$ cat config.mk
export PLATFORM = sky130hd
export DESIGN_NAME = ts_burst_gate_flat
export DESIGN_NICKNAME = d
export VERILOG_FILES = /design/src/rtl/ts_burst_gate_pkg.sv /design/src/rtl/ts_burst_gate_if.sv /design/src/rtl/ts_burst_gate_cnt.sv /design/src/rtl/ts_burst_gate.sv /design/src/flat_wrapper.sv
export SDC_FILE = /design/constraint.sdc
export NUM_CORES = 1
export LEC_CHECK = 0
export BUFFER_PORTS_ARGS = -buffer_cell sky130_fd_sc_hd__clkbuf_2
export CAP_MARGIN = 0
export CELL_PAD_IN_SITES_DETAIL_PLACEMENT = 1
export CELL_PAD_IN_SITES_GLOBAL_PLACEMENT = 1
export CORE_ASPECT_RATIO = 0.7
export CORE_MARGIN = 2
export CORE_UTILIZATION = 45
export DETAILED_ROUTE_END_ITERATION = 10
export PLACE_DENSITY_LB_ADDON = 0.1
export SLEW_MARGIN = 10
export SYNTH_ARGS = -nofsm -noshare
export SYNTH_HDL_FRONTEND = slang
export SYNTH_SLANG_ARGS = --single-unit
$ cat constraint.sdc
create_clock -name ts_clk -period 7 [get_ports ts_clk]
set_input_delay 1.4 -clock ts_clk [delete_from_list [all_inputs] [get_ports ts_clk]]
set_output_delay 1.4 -clock ts_clk [all_outputs]
set_load 0.05 [all_outputs]
$ cat src/rtl/ts_burst_gate_pkg.sv
// ts_burst_gate_pkg: shared state encoding, default widths and stat word layout for the burst gate
package ts_burst_gate_pkg;
  localparam int DEF_LEN_BITS = 16;
  localparam int DEF_GUARD_BITS = 8;
  localparam int STAT_W = 16;
  localparam int STAT_BURST_LSB = 0;
  localparam int STAT_ABORT_LSB = 16;
  typedef enum logic [1:0] {
    IDLE = 2'd0,
    PRE  = 2'd1,
    ACT  = 2'd2,
    POST = 2'd3
  } state_t;
  function automatic logic [31:0] pack_stats(input logic [STAT_W-1:0] aborts, input logic [STAT_W-1:0] bursts);
    logic [31:0] s;
    s = '0;
    s[STAT_ABORT_LSB +: STAT_W] = aborts;
    s[STAT_BURST_LSB +: STAT_W] = bursts;
    return s;
  endfunction
endpackage

$ cat src/rtl/ts_burst_gate_if.sv
// ts_burst_gate_if: command handshake, gate enables and statistics between scheduler and burst gate
interface ts_burst_gate_if;
  logic cmd_valid;
  logic cmd_ready;
  logic abort;
  logic gate_pa;
  logic gate_data;
  logic busy;
  logic done;
  logic stat_valid;
  logic [31:0] stat_data;
  modport master (
    output cmd_valid, abort,
    input  cmd_ready, gate_pa, gate_data, busy, done, stat_valid, stat_data
  );
  modport slave (
    input  cmd_valid, abort,
    output cmd_ready, gate_pa, gate_data, busy, done, stat_valid, stat_data
  );
endinterface

$ cat src/rtl/ts_burst_gate_cnt.sv
// ts_burst_gate_cnt: loadable down-counter (loads value-1, holds at zero) with terminal-count flag
module ts_burst_gate_cnt #(
  parameter int W = 8
) (
  input  logic         ts_clk,
  input  logic         ts_reset_n,
  input  logic         load,
  input  logic [W-1:0] val,
  input  logic         en,
  output logic         tc
);
  logic [W-1:0] cnt;
  always_ff @(posedge ts_clk or negedge ts_reset_n)
    if (!ts_reset_n) cnt <= '0;
    else if (load) cnt <= (val == '0) ? '0 : val - W'(1);
    else if (en && cnt != '0) cnt <= cnt - W'(1);
  assign tc = cnt == '0;
endmodule

$ cat src/rtl/ts_burst_gate.sv
// ts_burst_gate: guard/burst/guard PA window with inner data window, started by a scheduler command.
// Optional statistics counters under TS_BURST_GATE_STATS_EN.
module ts_burst_gate
  import ts_burst_gate_pkg::*;
#(
  parameter int LEN_BITS   = DEF_LEN_BITS,
  parameter int GUARD_BITS = DEF_GUARD_BITS
) (
  input logic                  ts_clk,
  input logic                  ts_reset_n,
  input logic                  cfg_enable,
  input logic [LEN_BITS-1:0]   cfg_len,
  input logic [GUARD_BITS-1:0] cfg_guard,
  ts_burst_gate_if.slave       bus
);
  state_t state, nxt;
  logic [LEN_BITS-1:0] len_q;
  logic [GUARD_BITS-1:0] guard_q;
  logic fire, aborting, ending, g_tc, l_tc;
  assign bus.cmd_ready = (state == IDLE) & cfg_enable;
  assign fire = bus.cmd_valid & bus.cmd_ready;
  assign aborting = bus.abort & (state == PRE | state == ACT);
  // every exit from PRE/ACT reloads the guard counter so POST always gets the full lead-out
  assign ending = aborting | (state == PRE & g_tc) | (state == ACT & l_tc);
  ts_burst_gate_cnt #(.W(GUARD_BITS)) u_guard (
    .ts_clk, .ts_reset_n,
    .load (fire | ending),
    .val  (fire ? cfg_guard : guard_q),
    .en   (state == PRE | state == POST),
    .tc   (g_tc)
  );
  ts_burst_gate_cnt #(.W(LEN_BITS)) u_len (
    .ts_clk, .ts_reset_n,
    .load (fire | (state == PRE & g_tc)),
    .val  (fire ? cfg_len : len_q),
    .en   (state == ACT),
    .tc   (l_tc)
  );
  always_comb
    case (state)
      IDLE:    nxt = !fire ? IDLE : cfg_guard != '0 ? PRE : cfg_len != '0 ? ACT : IDLE;
      PRE:     nxt = (bus.abort | (g_tc & (len_q == '0))) ? POST : g_tc ? ACT : PRE;
      ACT:     nxt = !(bus.abort | l_tc) ? ACT : guard_q != '0 ? POST : IDLE;
      default: nxt = g_tc ? IDLE : POST;
    endcase
  always_ff @(posedge ts_clk or negedge ts_reset_n)
    if (!ts_reset_n) begin
      state         <= IDLE;
      len_q         <= '0;
      guard_q       <= '0;
      bus.gate_pa   <= 1'b0;
      bus.gate_data <= 1'b0;
      bus.busy      <= 1'b0;
      bus.done      <= 1'b0;
    end else begin
      state <= nxt;
      if (fire) begin
        len_q   <= cfg_len;
        guard_q <= cfg_guard;
      end
      bus.gate_pa   <= nxt != IDLE;
      bus.gate_data <= nxt == ACT;
      bus.busy      <= nxt != IDLE;
      bus.done      <= (state != IDLE | fire) & nxt == IDLE;
    end
`ifdef TS_BURST_GATE_STATS_EN
  logic [STAT_W-1:0] bursts, aborts;
  always_ff @(posedge ts_clk or negedge ts_reset_n)
    if (!ts_reset_n) begin
      bursts <= '0;
      aborts <= '0;
    end else begin
      if (fire) bursts <= bursts + STAT_W'(1);
      if (aborting) aborts <= aborts + STAT_W'(1);
    end
  assign bus.stat_valid = 1'b1;
  assign bus.stat_data  = pack_stats(aborts, bursts);
`else
  assign bus.stat_valid = 1'b0;
  assign bus.stat_data  = '0;
`endif
endmodule

$ cat src/flat_wrapper.sv
// flat-port wrapper written by rule: the top's interface ports become plain ports
module ts_burst_gate_flat import ts_burst_gate_pkg::*;
#(
  parameter int LEN_BITS   = DEF_LEN_BITS,
  parameter int GUARD_BITS = DEF_GUARD_BITS
)
  (ts_clk, ts_reset_n, cfg_enable, cfg_len, cfg_guard, bus_cmd_valid, bus_abort, bus_cmd_ready, bus_gate_pa, bus_gate_data, bus_busy, bus_done, bus_stat_valid, bus_stat_data);
  ts_burst_gate_if bus_i ();
  input logic ts_clk;
  input logic ts_reset_n;
  input logic cfg_enable;
  input logic [LEN_BITS-1:0] cfg_len;
  input logic [GUARD_BITS-1:0] cfg_guard;
  input wire logic [$bits(bus_i.cmd_valid)-1:0] bus_cmd_valid;
  input wire logic [$bits(bus_i.abort)-1:0] bus_abort;
  output wire logic [$bits(bus_i.cmd_ready)-1:0] bus_cmd_ready;
  output wire logic [$bits(bus_i.gate_pa)-1:0] bus_gate_pa;
  output wire logic [$bits(bus_i.gate_data)-1:0] bus_gate_data;
  output wire logic [$bits(bus_i.busy)-1:0] bus_busy;
  output wire logic [$bits(bus_i.done)-1:0] bus_done;
  output wire logic [$bits(bus_i.stat_valid)-1:0] bus_stat_valid;
  output wire logic [$bits(bus_i.stat_data)-1:0] bus_stat_data;
  assign bus_i.cmd_valid = bus_cmd_valid;
  assign bus_i.abort = bus_abort;
  assign bus_cmd_ready = bus_i.cmd_ready;
  assign bus_gate_pa = bus_i.gate_pa;
  assign bus_gate_data = bus_i.gate_data;
  assign bus_busy = bus_i.busy;
  assign bus_done = bus_i.done;
  assign bus_stat_valid = bus_i.stat_valid;
  assign bus_stat_data = bus_i.stat_data;
  ts_burst_gate #(.LEN_BITS(LEN_BITS), .GUARD_BITS(GUARD_BITS)) u_core (.ts_clk(ts_clk), .ts_reset_n(ts_reset_n), .cfg_enable(cfg_enable), .cfg_len(cfg_len), .cfg_guard(cfg_guard), .bus(bus_i));
endmodule
==> impl_metrics.toml, run 1 <==
[finish]
area_growth_pct = 8.41
final_cells = 557
antenna_cells = 0
layout_commonest_cell = "dfrtp_1"
stdcell_area_sq_um = 4080
drive_gt1_frac = 0.162
final_cell_mix = "dfrtp_1, nand2_1, conb_1, clkbuf_2, nor2_1"
nets = 494

[pwr]
clkPwrFrac = 0.166
p_switching_uw = 890
comb_power_share = 0.522
power.internal_mw = 1.03
p_per_area_nw_per_um2 = 471
swShare = 0.463
power_frac_seq = 0.312
vdd_drop_max_mv = 0.157
p_leak_nw = 1.87

[floorplanning]
die-height_um = 80.5
rows = 27
core_area_sq_um = 8010
num_io_pins = 67
die_w_um = 113
die_area_sq_um = 9130
start_util = 0.470

[place]
routabilityCongestion = 0.852
place_area_sq_um = 3890
hpwl_um = 8090
place_ws_ns = 2.41
port_buffers = 33
placedCellCount = 549

[detailed_routing]
drtIter0Drc = 149
antenna_left = 0
dr.pass1.iters = 4
wl_met2_um = 4560
post_drt_wl_per_cell_um = 19.5
wl_met1_um = 5540
routed_wl_um = 10900
vias_per_cell = 6.00
vias = 3341
remaining_drc_errors = 0
dr_wl_met3_um = 605
routed.top_layer = "met4"

[worst_setup_path]
cp_data_arrival_time_ns = 4.54
cp-start-kind = "primary input"
end_kind = "flip-flop"
required_ns = 7.16
crit_fanout = 9
critPathKind = "in -> reg"

[clocking]
htree_levels = 2
cts_tree = "built"
root_buffer = "clkbuf_16"
cts_setup_buffers = 0
clkTransAtPathRegs_ns = 0.07
clk_path_buf_depth = 2
ctsHoldBuffers = 0
ctsResizeCount = 0
clk_latency_ns = 0.30
cts.sinks = 53
numCtsBuffers = 5

[synth]
synth.cell_area_sq_um = 3760
seq_area_frac_synth = 0.352
synthCells = 427
ys_types = 62
avgSynthCellArea_sq_um = 8.82
async_flop_share = 1.00
synth-seq-cells = 53
ys.flop_type = "dfrtp_1"
yosys_warnings = 0
synth-edff-count = 0

[status]
status = "complete, no violations"

[global_route]
grt_pass1_wl_um = 17900
grt_overflow = 0
grt_max_degree = 54
grt_pass1_vias = 3413
track_usage = 0.253
antenna_found_initial = 0

[timing]
min_period_over_period = 0.626
report.final.setup_viol = 0
setup_slack_ns = 2.62
fmax_ghz = 0.228
slew-limit-headroom = 0.265
fin_tns_setup_ns = 0
finalHoldViolCount = 0
fin_worst_skew_ns = 0.00668
hold_ws_ns = 0.516
finalMaxSlewViolations = 0
tightest_slew_ns = 1.09
rsz0062_at_grt = "false"
layout_min_cycle_time_ns = 4.38

[min_path]
worstHoldPathType = "reg -> reg"

[flow_run]
cap_violations = 0
-- registers in the layout (all words and copies together), names as in the netlist --
register and count:
u_core.u_len.cnt 16, u_core.state 2, u_core.u_guard.cnt 8, u_core.bus.done 1
u_core.bus.gate_pa 1, u_core.guard_q 8, u_core.len_q 16, u_core.bus.gate_data 1
-- stage by stage --
step,total power [mW],util
2_1_floorplan,1.33,-
5_1_grt,2.07,0.510
3_5_place_dp,1.58,0.486
6_report,1.92,0.510
3_3_place_gp,1.55,0.486
4_1_cts,1.92,0.510
-- cells by family (layout without fill, tap and decap cells) --
group,after synthesis,in the layout,share of synthesized area
flops,53,53,0.352
other cells,1,33,0.000996
compound gates,75,75,0.145
mux,25,25,0.0695
xor+xnor,26,26,0.0605
fa+ha+maj,10,10,0.0332
simple gates,166,166,0.231
buf+inv,71,68,0.108
-- worst max-delay path, cell delays in order --
cell and delay, ns:
clkbuf_2 0.09, and3_1 0.42, mux2_2 0.43, inv_1 0.07
ha_1 0.23, or4b_2 0.60, nor4_1 0.43, o22ai_1 0.32
nand2_1 0.38, o22ai_1 0.15
-- power groups by stage --
stage               clock [mW]  combinational, mW  sequential [mW]
floorplan                    0              0.748            0.581
finish                   0.318               1.00            0.600
global placement             0              0.953            0.595
global route             0.336               1.12            0.621
CTS                      0.324              0.995            0.597
detailed placement           0              0.980            0.602
-- path summary, 6_finish.rpt --
path | from | endpoint | slack [ns] | depth (start not counted)
max | cfg_enable | u_core.u_len.cnt[13] | 2.62 | 10
min | u_core.len_q[7] | u_core.len_q[7] | 0.52 | 2
max reg2reg | u_core.state[0] | u_core.u_len.cnt[13] | 3.07 | 11
min reg2reg | u_core.len_q[7] | u_core.len_q[7] | 0.52 | 2
max in group asynchronous | ts_reset_n | u_core.len_q[1] | 5.30 | 2
min in group asynchronous | ts_reset_n | u_core.len_q[11] | 1.23 | 2
-- area by class of cell --
type | count | area, sq um
Clock buffer | 5 | 125
Clock inverter | 3 | 65.1
Fill cell | 965 | 3930
Inverter | 22 | 82.6
Multi-Input combinational cell | 335 | 2150
Sequential cell | 53 | 1330
Tap cell | 101 | 126
Timing Repair Buffer | 38 | 203
-- Yosys cell counts (2+ instances only) --
library cell,number,area share
a211o_1,2,0.0047
a211oi_1,2,0.0040
a21o_1,2,0.0040
a21oi_1,8,0.011
a311oi_1,2,0.0047
a31o_2,4,0.0093
a31oi_1,8,0.013
and2_1,2,0.0033
and3_1,4,0.0066
buf_2,3,0.0040
buf_4,36,0.072
clkbuf_1,9,0.0090
dfrtp_1,53,0.35
ha_1,10,0.033
inv_1,22,0.022
mux2_2,9,0.027
mux2i_1,16,0.043
nand2_1,47,0.047
nand3_1,10,0.013
nand3b_1,3,0.0060
nand4_1,10,0.017
nor2_1,25,0.025
nor3_1,16,0.021
nor4_1,13,0.022
nor4b_1,2,0.0047
o211ai_1,4,0.0080
o211ai_2,2,0.0066
o21ai_0,6,0.0080
o21ai_1,3,0.0040
o22ai_1,14,0.023
o311ai_0,2,0.0047
o31a_1,2,0.0047
or2_2,5,0.0083
or3_1,7,0.012
or3b_2,3,0.0070
or4_1,10,0.020
or4b_2,2,0.0053
xnor2_1,9,0.021
xor2_1,17,0.040
-- metal layers --
metal,GRT usage,up-vias
li1,-,1543
met5,0,-
met3,0.0340,15
met2,0.386,117
met1,0.379,1666
met4,0.0634,0
(Power assumes the default switching activity.)
==> run 2: changes to the inputs <==
- ABC_AREA: default -> 1
- CORE_UTILIZATION: 45 -> 41
- clock period: 7 -> 4.33 ns (I/O delays scaled with it)
==> run 2 against run 1 <==
  * Clock skew increased by 0.0011 ns
  * Clock power rose by 52%
  * Power increased by 75%
  * Utilization decreased by 6.6 points
  * Area after synthesis rose by 16%
  * Flip-flop and latch count unchanged
  * Sequential share of layout area fell by 3.7 points
  * Sequential power up 55%
  * First-iteration DRC count is 73% higher
  * Die area up 26%
  * Critical endpoint is now u_core.u_len.cnt[2]
  * Largest power group unchanged
  * Highest routed layer unchanged
==> impl_metrics.toml, run 2 <==
[status]
status = "complete, no violations"

[timing]
fmax_ghz = 0.328
min_period_over_period = 0.703
finalMaxSlewViolations = 0
tightest_slew_ns = 0.688
layout_min_cycle_time_ns = 3.05
slew-limit-headroom = 0.542
hold_ws_ns = 0.535
finalHoldViolCount = 0
fin_worst_skew_ns = 0.00777
rsz0062_at_grt = "false"
report.final.setup_viol = 0
fin_tns_setup_ns = 0
setup_slack_ns = 1.28

[synth]
synth_top_cell_area_share = 0.304
avgSynthCellArea_sq_um = 6.81
synth_top_area_cell = "dfrtp_1"
synth.cell_area_sq_um = 4360
yosysMostFrequentCell = "nand2_1"
synth-edff-count = 0
synth-seq-cells = 53
ys_types = 36
synthCells = 640
yosys_warnings = 0
async_flop_share = 1.00
seq_area_frac_synth = 0.304
ys.flop_type = "dfrtp_1"
ys_top_cells_by_area = "dfrtp_1, nand2_1, inv_1"
yosys-top-cells-count = "nand2_1, inv_1, nor2_1"

[global_route]
grt_pass1_vias = 4223
antenna_found_initial = 0
grt_overflow = 0
grt_max_degree = 33
grt_pass1_wl_um = 21700
track_usage = 0.236

[finish]
final_cells = 797
layout_commonest_cell = "nand2_1"
final_cell_mix = "nand2_1, inv_1, nor2_1, dfrtp_1, nand3_1"
stdcell_area_sq_um = 4600
drive_gt1_frac = 0.134
area_growth_pct = 5.45
reg_top3 = "u_core.len_q (16), u_core.u_len.cnt (16)"
nets = 703
antenna_cells = 0
fin_util = 0.444
n_fill_cell = 1397

[floorplanning]
start_util = 0.421
num_io_pins = 67
die_w_um = 127
die_area_sq_um = 11500
rows = 31
die-height_um = 90.3
core_area_sq_um = 10400

[pwr]
power.internal_mw = 1.62
p_per_area_nw_per_um2 = 733
power_frac_seq = 0.275
vdd_drop_max_mv = 0.217
clkPwrFrac = 0.143
p_switching_mw = 1.75
comb_power_share = 0.582
fin_total_pwr_mw = 3.37
swShare = 0.519
p_leak_nw = 2.35

[clocking]
clkTransAtPathRegs_ns = 0.07
htree_levels = 2
cts_tree = "built"
cts_setup_buffers = 0
clk_path_buf_depth = 2
root_buffer = "clkbuf_16"
clk_latency_ns = 0.30
ctsResizeCount = 0
ctsHoldBuffers = 0
numCtsBuffers = 5
cts.sinks = 53

[place]
placedCellCount = 789
place_ws_ns = 1.02
hpwl_um = 10300
routabilityCongestion = 0.846
port_buffers = 33
place_area_sq_um = 4430

[min_path]
whs_path_depth = 2
min_to = "u_core.u_len.cnt[1]"
min_from = "u_core.u_len.cnt[1]"
worstHoldPathType = "reg -> reg"

[worst_setup_path]
path_cells = "clkbuf_2 -> nand3_4 -> nand2_1 -> nand2_1 -> ha_1 -> nand2_2 -> nor2_1 -> nand2_1 -> nor2_2 -> nor2_4 -> o21ai_0 -> a21oi_1"
crit_slowest_cell = "clkbuf_2"
regToRegSetupSlack_ns = 1.43
r2r_cells = 14
cp-start-kind = "primary input"
crit_path_max_incr_delay_ns = 0.47
cp_data_arrival_time_ns = 3.27
crit_top_cell = "nand2_1"
timing.rr.start = "u_core.state[0]"
required_ns = 4.56
crit_fanout = 27
startpoint = "bus_cmd_valid"
end_kind = "flip-flop"
r2r_end = "u_core.u_len.cnt[2]"
critPathKind = "in -> reg"

[flow_run]
cap_violations = 0

[detailed_routing]
remaining_drc_errors = 0
dr.pass1.iters = 5
routed_wl_um = 13100
vias = 4170
drtIter0Drc = 258
vias_per_cell = 5.23
post_drt_wl_per_cell_um = 16.4
antenna_left = 0
-- run 2: changes by cell type in the layout (fill, tap and decap cells not counted), moves of 13 or more --
cell     previous run  this run
nand3_1            10        43
nor4_1             13         0
inv_1              22        90
o21ai_0             6        32
nand4_1            10        27
nand2_1            47       152
mux2i_1            16         0
nor2_1             25        83
o22ai_1            14         1
-- run 2: final cells by class --
type | count | area (sq um) | share of cell area
Multi-Input combinational cell | 474 | 2390 | 0.520
Clock inverter | 1 | 30.0 | 0.00653
Timing Repair Buffer | 37 | 195 | 0.0424
Clock buffer | 7 | 143 | 0.0310
Sequential cell | 53 | 1330 | 0.288
Inverter | 93 | 349 | 0.0759
Tap cell | 132 | 165 | 0.0359
-- run 2: critical path: cells and delay by family --
family                     cells  cell delay [ns]
and+or+nand+nor                8             1.30
buffers and inverters          1             0.47
AOI/OAI and AO/OA              2             0.33
adders and majority gates      1             0.29
-- run 2: metal layers --
metal / share of wire / track usage
met5: 0 / 0
met4: 0.0089 / 0.0394
met3: 0.054 / 0.0355
met2: 0.41 / 0.348
met1: 0.53 / 0.368
-- run 2: worst max path at each step --
stage,endpoint,slack (ns),cells past startpoint
2_1_floorplan,u_core.u_len.cnt[4],1.81,15
3_3_place_gp,u_core.u_len.cnt[4],1.17,8
3_5_place_dp,u_core.u_len.cnt[5],1.02,12
4_1_cts,u_core.u_len.cnt[5],1.30,12
5_1_grt,u_core.u_len.cnt[5],1.10,12
6_report,u_core.u_len.cnt[2],1.28,12
-- run 2: power by group through the flow --
stage	Sequential, mW	Clock (mW)	Combinational [mW]
floorplan	0.922	0	1.51
global placement	0.925	0	1.86
detailed placement	0.933	0	1.94
CTS	0.928	0.491	1.96
global route	0.963	0.514	2.21
finish	0.927	0.483	1.96
-- run 2: cell families after synthesis --
group / Yosys count / share of synthesized area
XOR/XNOR: 15 / 0.0301
AO/OA/AOI/OAI: 69 / 0.0904
other: 1 / 0.000860
buffers and inverters: 145 / 0.175
flip-flops: 53 / 0.304
AND/OR/NAND/NOR: 347 / 0.370
adder cells (fa/ha/maj): 10 / 0.0287
==> run 3: changes to the inputs <==
- clock period: 4.33 -> 3 ns (I/O delays scaled with it)
==> run 3 against run 2 <==
  * Sequential share of layout area shrank 0.14 points
  * Clock skew shrank 0.00083 ns
  * Final area is 0.49% higher
  * Critical path depth rose by 3
  * Critical path type is now reg -> reg
  * Highest routed layer unchanged
==> impl_metrics.toml, run 3 (same netlist as run 2, synthesis figures left out) <==
[status]
status = "complete, no violations"

[clocking]
ctsResizeCount = 0
htree_levels = 2
cts.sinks = 53
numCtsBuffers = 5
root_buffer = "clkbuf_16"
cts_setup_buffers = 0
ctsHoldBuffers = 0
clk_latency_ns = 0.30
clk_path_buf_depth = 2
clkTransAtPathRegs_ns = 0.07
cts_tree = "built"

[place]
routabilityCongestion = 0.881
hpwl_um = 10200
port_buffers = 33

[worst_setup_path]
cp_data_arrival_time_ns = 2.86
startpoint = "u_core.state[1]"
required_ns = 3.18
r2r_cells = 15
cp_num_buf_inv = 3
crit_slowest_cell = "dfrtp_1"
r2r_end = "u_core.u_len.cnt[5]"
regToRegSetupSlack_ns = 0.33
timing.rr.start = "u_core.state[1]"
cp-start-kind = "flip-flop"
crit_fanout = 17
path_cells = "inv_1 -> ha_1 -> buf_4 -> nand2_1 -> inv_2 -> nand3_1 -> nand2_2 -> ha_1 -> nand2_2 -> nor2_1 -> nand2_1 -> nor2_2 -> nor2_4 -> o21ai_0 -> a21oi_1"
crit_path_max_incr_delay_ns = 0.42
end_kind = "flip-flop"
critPathKind = "reg -> reg"
path_delay_family = "simple AND/OR/NAND/NOR gates"

[finish]
reg_top3 = "u_core.len_q (16), u_core.u_len.cnt (16)"
drive_gt1_frac = 0.142
antenna_cells = 0
final_cell_mix = "nand2_1, inv_1, nor2_1, dfrtp_1, nand3_1"
fin_util = 0.446
area_growth_pct = 5.97
nets = 708
layout_commonest_cell = "nand2_1"
n_fill_cell = 1375

[detailed_routing]
routed_wl_um = 12500
antenna_left = 0
vias = 4072
post_drt_wl_per_cell_um = 15.6
drtIter0Drc = 255
remaining_drc_errors = 0
vias_per_cell = 5.08
dr.pass1.iters = 4

[floorplanning]
die_area_sq_um = 11500
core_area_sq_um = 10400
start_util = 0.421
rows = 31
die-height_um = 90.3
die_w_um = 127
num_io_pins = 67

[timing]
rsz0062_at_grt = "false"
fmax_ghz = 0.374
fin_tns_setup_ns = 0
tightest_slew_ns = 0.618
min_period_over_period = 0.891
finalMaxSlewViolations = 0
fin_worst_skew_ns = 0.00693
finalHoldViolCount = 0
layout_min_cycle_time_ns = 2.67
report.final.setup_viol = 0
slew-limit-headroom = 0.588

[global_route]
antenna_found_initial = 0
grt_pass1_wl_um = 20500
grt_overflow = 0
grt_max_degree = 36
grt_pass1_vias = 3954
track_usage = 0.224

[min_path]
worstHoldPathType = "in -> async"

[pwr]
p_per_area_nw_per_um2 = 1040
fin_total_pwr_mw = 4.81
p_leak_nw = 2.37
vdd_drop_max_mv = 0.351

[flow_run]
cap_violations = 0
## run 3: worst max path at each step
stage,cells after the start,slack [ns],to
finish,15,0.33,u_core.u_len.cnt[5]
global route,15,0.01,u_core.u_len.cnt[5]
CTS,15,0.32,u_core.u_len.cnt[5]
detailed placement,15,0.34,u_core.u_len.cnt[5]
global placement,13,0.48,u_core.u_len.cnt[2]
floorplan,17,0.70,u_core.u_len.cnt[4]
## run 3: final cells by class
type	count	area (sq um)	share of cell area
tap	132	165	0.0357
inverter	93	349	0.0755
sequential	53	1330	0.287
multi-input combinational	474	2390	0.517
timing repair buffer	42	233	0.0504
clock inverter	1	5.00	0.00108
clock buffer	7	153	0.0330
## run 3: worst reg2reg max path, cell delays in order (launching register included)
cell and delay (ns):
dfrtp_1 0.42, inv_1 0.11, ha_1 0.24, buf_4 0.27, nand2_1 0.10, inv_2 0.20
nand3_1 0.13, nand2_2 0.13, ha_1 0.23, nand2_2 0.10, nor2_1 0.11, nand2_1 0.07
nor2_2 0.16, nor2_4 0.11, o21ai_0 0.11, a21oi_1 0.09
## run 3: where the power goes
group	total (mW)	switching (mW)	internal, mW
registers	1.34	0.259	1.08
logic	2.84	1.97	0.864
clock network	0.634	0.279	0.355
total	4.81	2.51	2.30
## run 3: metal layers
metal	track usage	routed length, um	vias to the layer above	part of all wire
met4	0.0375	101	0	0.0081
met1	0.359	6780	1954	0.54
li1	-	-	2003	-
met3	0.0302	659	9	0.053
met2	0.320	5000	106	0.40
met5	0	0	-	0
## run 3: through the flow
stage          instance area (sq um)  std cells  setup slack (ns)  hold slack [ns]
2_1_floorplan                   4480        672             0.700            0.304
3_3_place_gp                    4460        794             0.480            0.521
3_5_place_dp                    4460        794             0.336            0.534
4_1_cts                         4620        802             0.318            0.276
5_1_grt                         4620        802           0.00962            0.289
6_report                        4620        802             0.326            0.270
